File: config.mk
export PLATFORM = sky130hd
export DESIGN_NAME = mem_wb_register
export DESIGN_NICKNAME = d
export VERILOG_FILES = /design/src/rtl/mem_wb_register.sv
export SDC_FILE = /design/constraint.sdc
export NUM_CORES = 1
export LEC_CHECK = 0
export BUFFER_PORTS_ARGS = -buffer_cell sky130_fd_sc_hd__buf_2
export CAP_MARGIN = 40
export CORE_MARGIN = 2
export CORE_UTILIZATION = 52
export DETAILED_ROUTE_END_ITERATION = 16
export PLACE_DENSITY = 0.81
export SKIP_LAST_GASP = 1
export SYNTH_ARGS = -nofsm -noshare
export SYNTH_HDL_FRONTEND = slang
export SYNTH_SLANG_ARGS = --single-unit
File: constraint.sdc
create_clock -name clock -period 2 [get_ports clock]
set_input_delay 0.2 -clock clock [delete_from_list [all_inputs] [get_ports clock]]
set_output_delay 0.2 -clock clock [all_outputs]
set_load 0.1 [all_outputs]
File: src/rtl/mem_wb_register.sv
// MEM/WB pipeline register: captures the MEM-stage slot, selects write-back data
// and counts retired instructions. Flush loads a bubble and overrides stall.
module mem_wb_register #(
    parameter int DATA_WIDTH     = 64,
    parameter int REG_ADDR_WIDTH = 5
) (
    input  logic                      clock,
    input  logic                      reset_n,
    input  logic                      stall,
    input  logic                      flush,
    input  logic                      in_valid,
    input  logic                      in_reg_write,
    input  logic                      in_mem_to_reg,
    input  logic [REG_ADDR_WIDTH-1:0] in_rd,
    input  logic [DATA_WIDTH-1:0]     in_alu_result,
    input  logic [DATA_WIDTH-1:0]     in_read_data,
    output logic                      out_valid,
    output logic                      out_reg_write,
    output logic [REG_ADDR_WIDTH-1:0] out_rd,
    output logic [DATA_WIDTH-1:0]     out_write_data,
    output logic                      fwd_valid,
    output logic [63:0]               retired_count
);

    logic                      valid_q;
    logic                      reg_write_q;
    logic                      mem_to_reg_q;
    logic [REG_ADDR_WIDTH-1:0] rd_q;
    logic [DATA_WIDTH-1:0]     alu_q;
    logic [DATA_WIDTH-1:0]     rdata_q;
    logic [63:0]               retired_q;

    logic capture;
    logic retire;

    assign capture = !flush && !stall;
    assign retire  = capture && in_valid;

    // Data fields are captured even for invalid slots; out_valid gates their use.
    always_ff @(posedge clock or negedge reset_n) begin
        if (!reset_n) begin
            valid_q      <= 1'b0;
            reg_write_q  <= 1'b0;
            mem_to_reg_q <= 1'b0;
            rd_q         <= '0;
            alu_q        <= '0;
            rdata_q      <= '0;
        end else if (flush) begin
            valid_q      <= 1'b0;
            reg_write_q  <= 1'b0;
            mem_to_reg_q <= 1'b0;
            rd_q         <= '0;
            alu_q        <= '0;
            rdata_q      <= '0;
        end else if (capture) begin
            valid_q      <= in_valid;
            reg_write_q  <= in_reg_write;
            mem_to_reg_q <= in_mem_to_reg;
            rd_q         <= in_rd;
            alu_q        <= in_alu_result;
            rdata_q      <= in_read_data;
        end
    end

    // Wraps silently at 2^64.
    always_ff @(posedge clock or negedge reset_n) begin
        if (!reset_n) begin
            retired_q <= '0;
        end else if (retire) begin
            retired_q <= retired_q + 64'd1;
        end
    end

    assign out_valid      = valid_q;
    assign out_rd         = rd_q;
    assign out_write_data = mem_to_reg_q ? rdata_q : alu_q;
    assign out_reg_write  = reg_write_q && valid_q && (rd_q != '0);
    assign fwd_valid      = out_reg_write;
    assign retired_count  = retired_q;

endmodule
== Word level (Yosys, flattened, before mapping) ==
Cells that the tools add are included.

* Output and inout port bits: 136
* Register bits after elaboration: 200
* Bits of input ports: 140

* Reductions and logical operators: 8
* Add/subtract/negate cells: 1
* Multiplexer cells: 13

{| class="wikitable"
|+ Operators with widths
! cell !! count
|-
| 64-bit two-way mux || 5
|-
| 64-bit by 1-bit adder with 64-bit output (second input constant) || 1
|-
| 5-bit two-way mux || 2
|-
| 1-bit two-way mux || 6
|-
| 5-bit nonzero test || 1
|-
| 1-bit logical AND || 4
|-
| 1-bit zero test || 2
|-
| 2-bit nonzero test || 1
|}

== Longest topological paths before layout ==
* Word-level depth: 4
* Gate-level depth with buffers: 7
* Gate-level depth less buffers: 6

== Worst setup path before layout ==
Ideal clock, no wire load.

* Path kind: reg-to-reg
* From: reg retired_q[0], in the netlist retired_count[0]
* To: reg retired_q[34], in the netlist retired_count[34]
* Library setup time: 0.159 ns
* Setup slack: -0.606 ns
* Buffers on the path: 1
* Arrival: 2.447 ns
* Stages on the path, launching flop included: 8
* Path through: dfrtp_1 -> ha_1 -> nand3_1 -> or3_1 -> buf_2 -> nor4_2 -> nand4_1 -> xnor2_1

* Cells in the longest elaborated chain, start to end: 1

{| class="wikitable"
|+ RTL lines
! element !! line !! source
|-
| start: declaration || 31 || <nowiki>logic [63:0] retired_q;</nowiki>
|-
| start signal: assignment || 70 || <nowiki>retired_q <= retired_q + 64'd1;</nowiki>
|-
| 64-bit by 1-bit adder with 64-bit output || 70 ||
|}

No other way between the ends.
A chain may end at the register's enable or synchronous reset.

== Worst setup path in the final report ==
* From: reg mem_to_reg_q
* To: out out_write_data[36]

* Cells in the longest elaborated chain, start to end: 1

{| class="wikitable"
|+ RTL lines
! element !! line !! source
|-
| start: declaration || 27 || <nowiki>logic mem_to_reg_q;</nowiki>
|-
| start signal: assignment || 58 || <nowiki>mem_to_reg_q <= in_mem_to_reg;</nowiki>
|-
| 64-bit two-way mux || 76 || <nowiki>assign out_write_data = mem_to_reg_q ? rdata_q : alu_q;</nowiki>
|-
| end: declaration || 20 || <nowiki>output logic [DATA_WIDTH-1:0] out_write_data,</nowiki>
|}

No other way between the ends.

==> flow_metrics.env <==
export IMPL_vias_per_cell=5.313
export IMPL_yosysWarnings=0
export IMPL_initial_core_util_pct=53.16
export IMPL_ys_seq_elements=200
export IMPL_grt_pass1_vias=7185
export IMPL_hold_path_class="in2reg"
export IMPL_cts_sinks=200
export IMPL_timing_final_ws_setup_ns=0.01260
export IMPL_clkTransAtPathRegs_ns=0.08
export IMPL_critPathLaunch="mem_to_reg_q"
export IMPL_p_leak_nw=6.312
export IMPL_crit_end="out_write_data[36]"
export IMPL_syn_area_um2=9195
export IMPL_die_x_um=137.0
export IMPL_track_usage_pct=24.46
export IMPL_cts_root_buf="clkbuf_16"
export IMPL_yosys_area_top_type="dfrtp_1"
export IMPL_portBuffers=275
export IMPL_setup_viol=0
export IMPL_layout_commonest_cell="buf_2"
export IMPL_antenna_found_initial=3
export IMPL_cellPowerDensity_nw_per_um2=840.7
export IMPL_arrival_ns=1.79
export IMPL_gp_congestion=0.8236
export IMPL_rows=48
export IMPL_min_period_ns=1.987
export IMPL_synthesis_nets=951
export IMPL_crit_type="reg2out"
export IMPL_fin_setup_tns_ns=0
export IMPL_synth_top_cells_by_area="dfrtp_1 (54%), mux2i_1 (15%), mux2_2 (7.8%)"
export IMPL_multi_input_area_um2=4090
export IMPL_fmax_ghz=0.5032
export IMPL_drc_errors=0
export IMPL_syn_avg_cell_area_um2=11.35
export IMPL_drt_iter0_markers=428
export IMPL_drive_above_1_share_pct=42.70
export IMPL_dp_hpwl_um=15970
export IMPL_slew_viol_final=0
export IMPL_endpoint_kind="output pin"
export IMPL_layout_common_cells="buf_2 (253), nor2_1 (169), dfrtp_1 (138)"
export IMPL_grt_max_degree=137
export IMPL_fillers=1230
export IMPL_cp_data_required_time_ns=1.80
export IMPL_vias=7183
export IMPL_final_nets=1252
export IMPL_yosysTopAreaCellShare_pct=54.43
export IMPL_drt_total_wl_um=23100
export IMPL_finalNonFillerCells=1352
export IMPL_cap_violations=0
export IMPL_timing_worst_slew_pin_value_ns=0.9787
export IMPL_ys_types=29
export IMPL_syn_inst=810
export IMPL_r2r_end="retired_count[34]"
export IMPL_insertion_delay_ns=0.43
export IMPL_wl_per_cell_um=17.09
export IMPL_cts_buffer_depth=2
export IMPL_seq_area_um2=5160
export IMPL_first_pass_iters=5
export IMPL_ios=276
export IMPL_whs_ns=0.01209
export IMPL_critPathMaxFanout=44
export IMPL_grt_pass1_wl_um=35830
export IMPL_fin_skew_ns=0.01243
export IMPL_die_y_um=137.0
export IMPL_fin_crit_sh_pct=99.37
export IMPL_synth_yosys_seq_area_share_pct=54.43
export IMPL_dieArea_um2=18760
export IMPL_dp_slack_ns=-0.09923
export IMPL_rsz0062_at_grt="yes"
export IMPL_cts_tree="yes"
export IMPL_post_place_cells=1295
export IMPL_finalHoldViolations=0
export IMPL_overflow=0
export IMPL_area_delta_synth_final_pct=31.64
export IMPL_finalCoreUtilization_pct=69.98
export IMPL_h_tree_depth=4
export IMPL_irDropWorstVdd_uv=590.2
export IMPL_cts_buffers=17
export IMPL_core_area_um2=17300
export IMPL_ant_nets=0
export IMPL_cp_start_kind="register"
export IMPL_maxSlewHeadroom_pct=34.75
export IMPL_r2r_start="retired_count[0]"
export IMPL_status="completed"
export IMPL_rrSetupSlack_ns=0.12
export IMPL_reg2reg_depth=6
## metrics by stage
| step | cell area (um^2) | power, W |
|---|---|---|
| floorplan | 9389 | 0.006133 |
| global placement | 11140 | 0.006629 |
| detailed placement | 11170 | 0.006669 |
| CTS | 11990 | 0.01023 |
| global route | 12100 | 0.01053 |
| finish | 12100 | 0.01018 |
## power by group
part / leakage, nW / switching, W / internal, W
sequential: 2.56 / 0.000159 / 0.00427
clock: 0.299 / 0.00159 / 0.00195
combinational: 3.45 / 0.00164 / 0.000570
total: 6.31 / 0.00339 / 0.00679
## flip-flops by register name, summed over array words and instances (netlist names)
name / count
mem_to_reg_q: 1
rdata_q: 64
out_valid: 1
reg_write_q: 1
retired_count: 64
out_rd: 5
alu_q: 64
## cells in the mapped netlist (all sizes together)
cell,instances
inv,5
buf,15
and2b,1
or2,3
mux2i,136
nor2,169
nor3,21
dfrtp,200
nand2,37
and2,2
and3,2
o311a,1
clkbuf,26
nor4,10
or3,3
nand2b,2
nor3b,1
nand4,24
nand3,23
xor2,33
or3b,1
mux2,64
xnor2,30
ha,1
## routing by layer
layer / part of all wire [%] / vias to the layer above / GRT usage [%]
li1: - / 3372 / -
met1: 40 / 3512 / 30.64
met2: 49 / 266 / 40.16
met3: 8.3 / 31 / 7.556
met4: 1.7 / 2 / 8.591
met5: 0.056 / - / 0
## cell type report
class	count	share of cell area (%)
Antenna cell	3	0.06202
Clock buffer	19	3.742
Clock inverter	13	1.292
Inverter	5	0.1551
Multi-Input combinational cell	564	33.79
Sequential cell	200	42.63
Tap cell	225	2.326
Timing Repair Buffer	323	16.00
## kinds of logic (layout without fill, tap and decap cells)
group,count (synthesis),after routing,share of synthesized area [%]
multiplexers,200,200,22.64
XOR/XNOR,63,63,6.001
AO/OA/AOI/OAI,1,1,0.1089
other,0,3,0
buffers and inverters,46,360,1.959
AND/OR/NAND/NOR,299,299,14.72
flip-flops,200,200,54.43
adder cells (fa/ha/maj),1,1,0.1361
## worst min-delay path by stage
stage | from | to | slack, ns | cells past startpoint
floorplan | reset_n | alu_q[0] | -0.1 | 0
global placement | reset_n | retired_count[17] | 0.14 | 1
detailed placement | reset_n | retired_count[19] | 0.15 | 1
CTS | in_alu_result[39] | alu_q[39] | 0.0001 | 3
global route | in_read_data[40] | rdata_q[40] | 0.002 | 3
finish | in_alu_result[26] | alu_q[26] | 0.01 | 3
## repair_timing
| action | in CTS | in global routing |
|---|---|---|
| endpoints found under the setup margin | 24 | 65 |
| buffers inserted | 0 | 2 |
| pin swaps | 0 | 3 |
| gates resized for setup | 5 | 24 |
| hold buffers | 20 | 0 |
| hold endpoints to repair | 53 | 0 |
## worst max-delay path, stage by stage (launching register included)
cell and delay [ns]:
dfrtp_2 0.39, buf_12 0.26, mux2_2 0.39, buf_2 0.30
No activity file was read; power rests on OpenSTA's default activity.
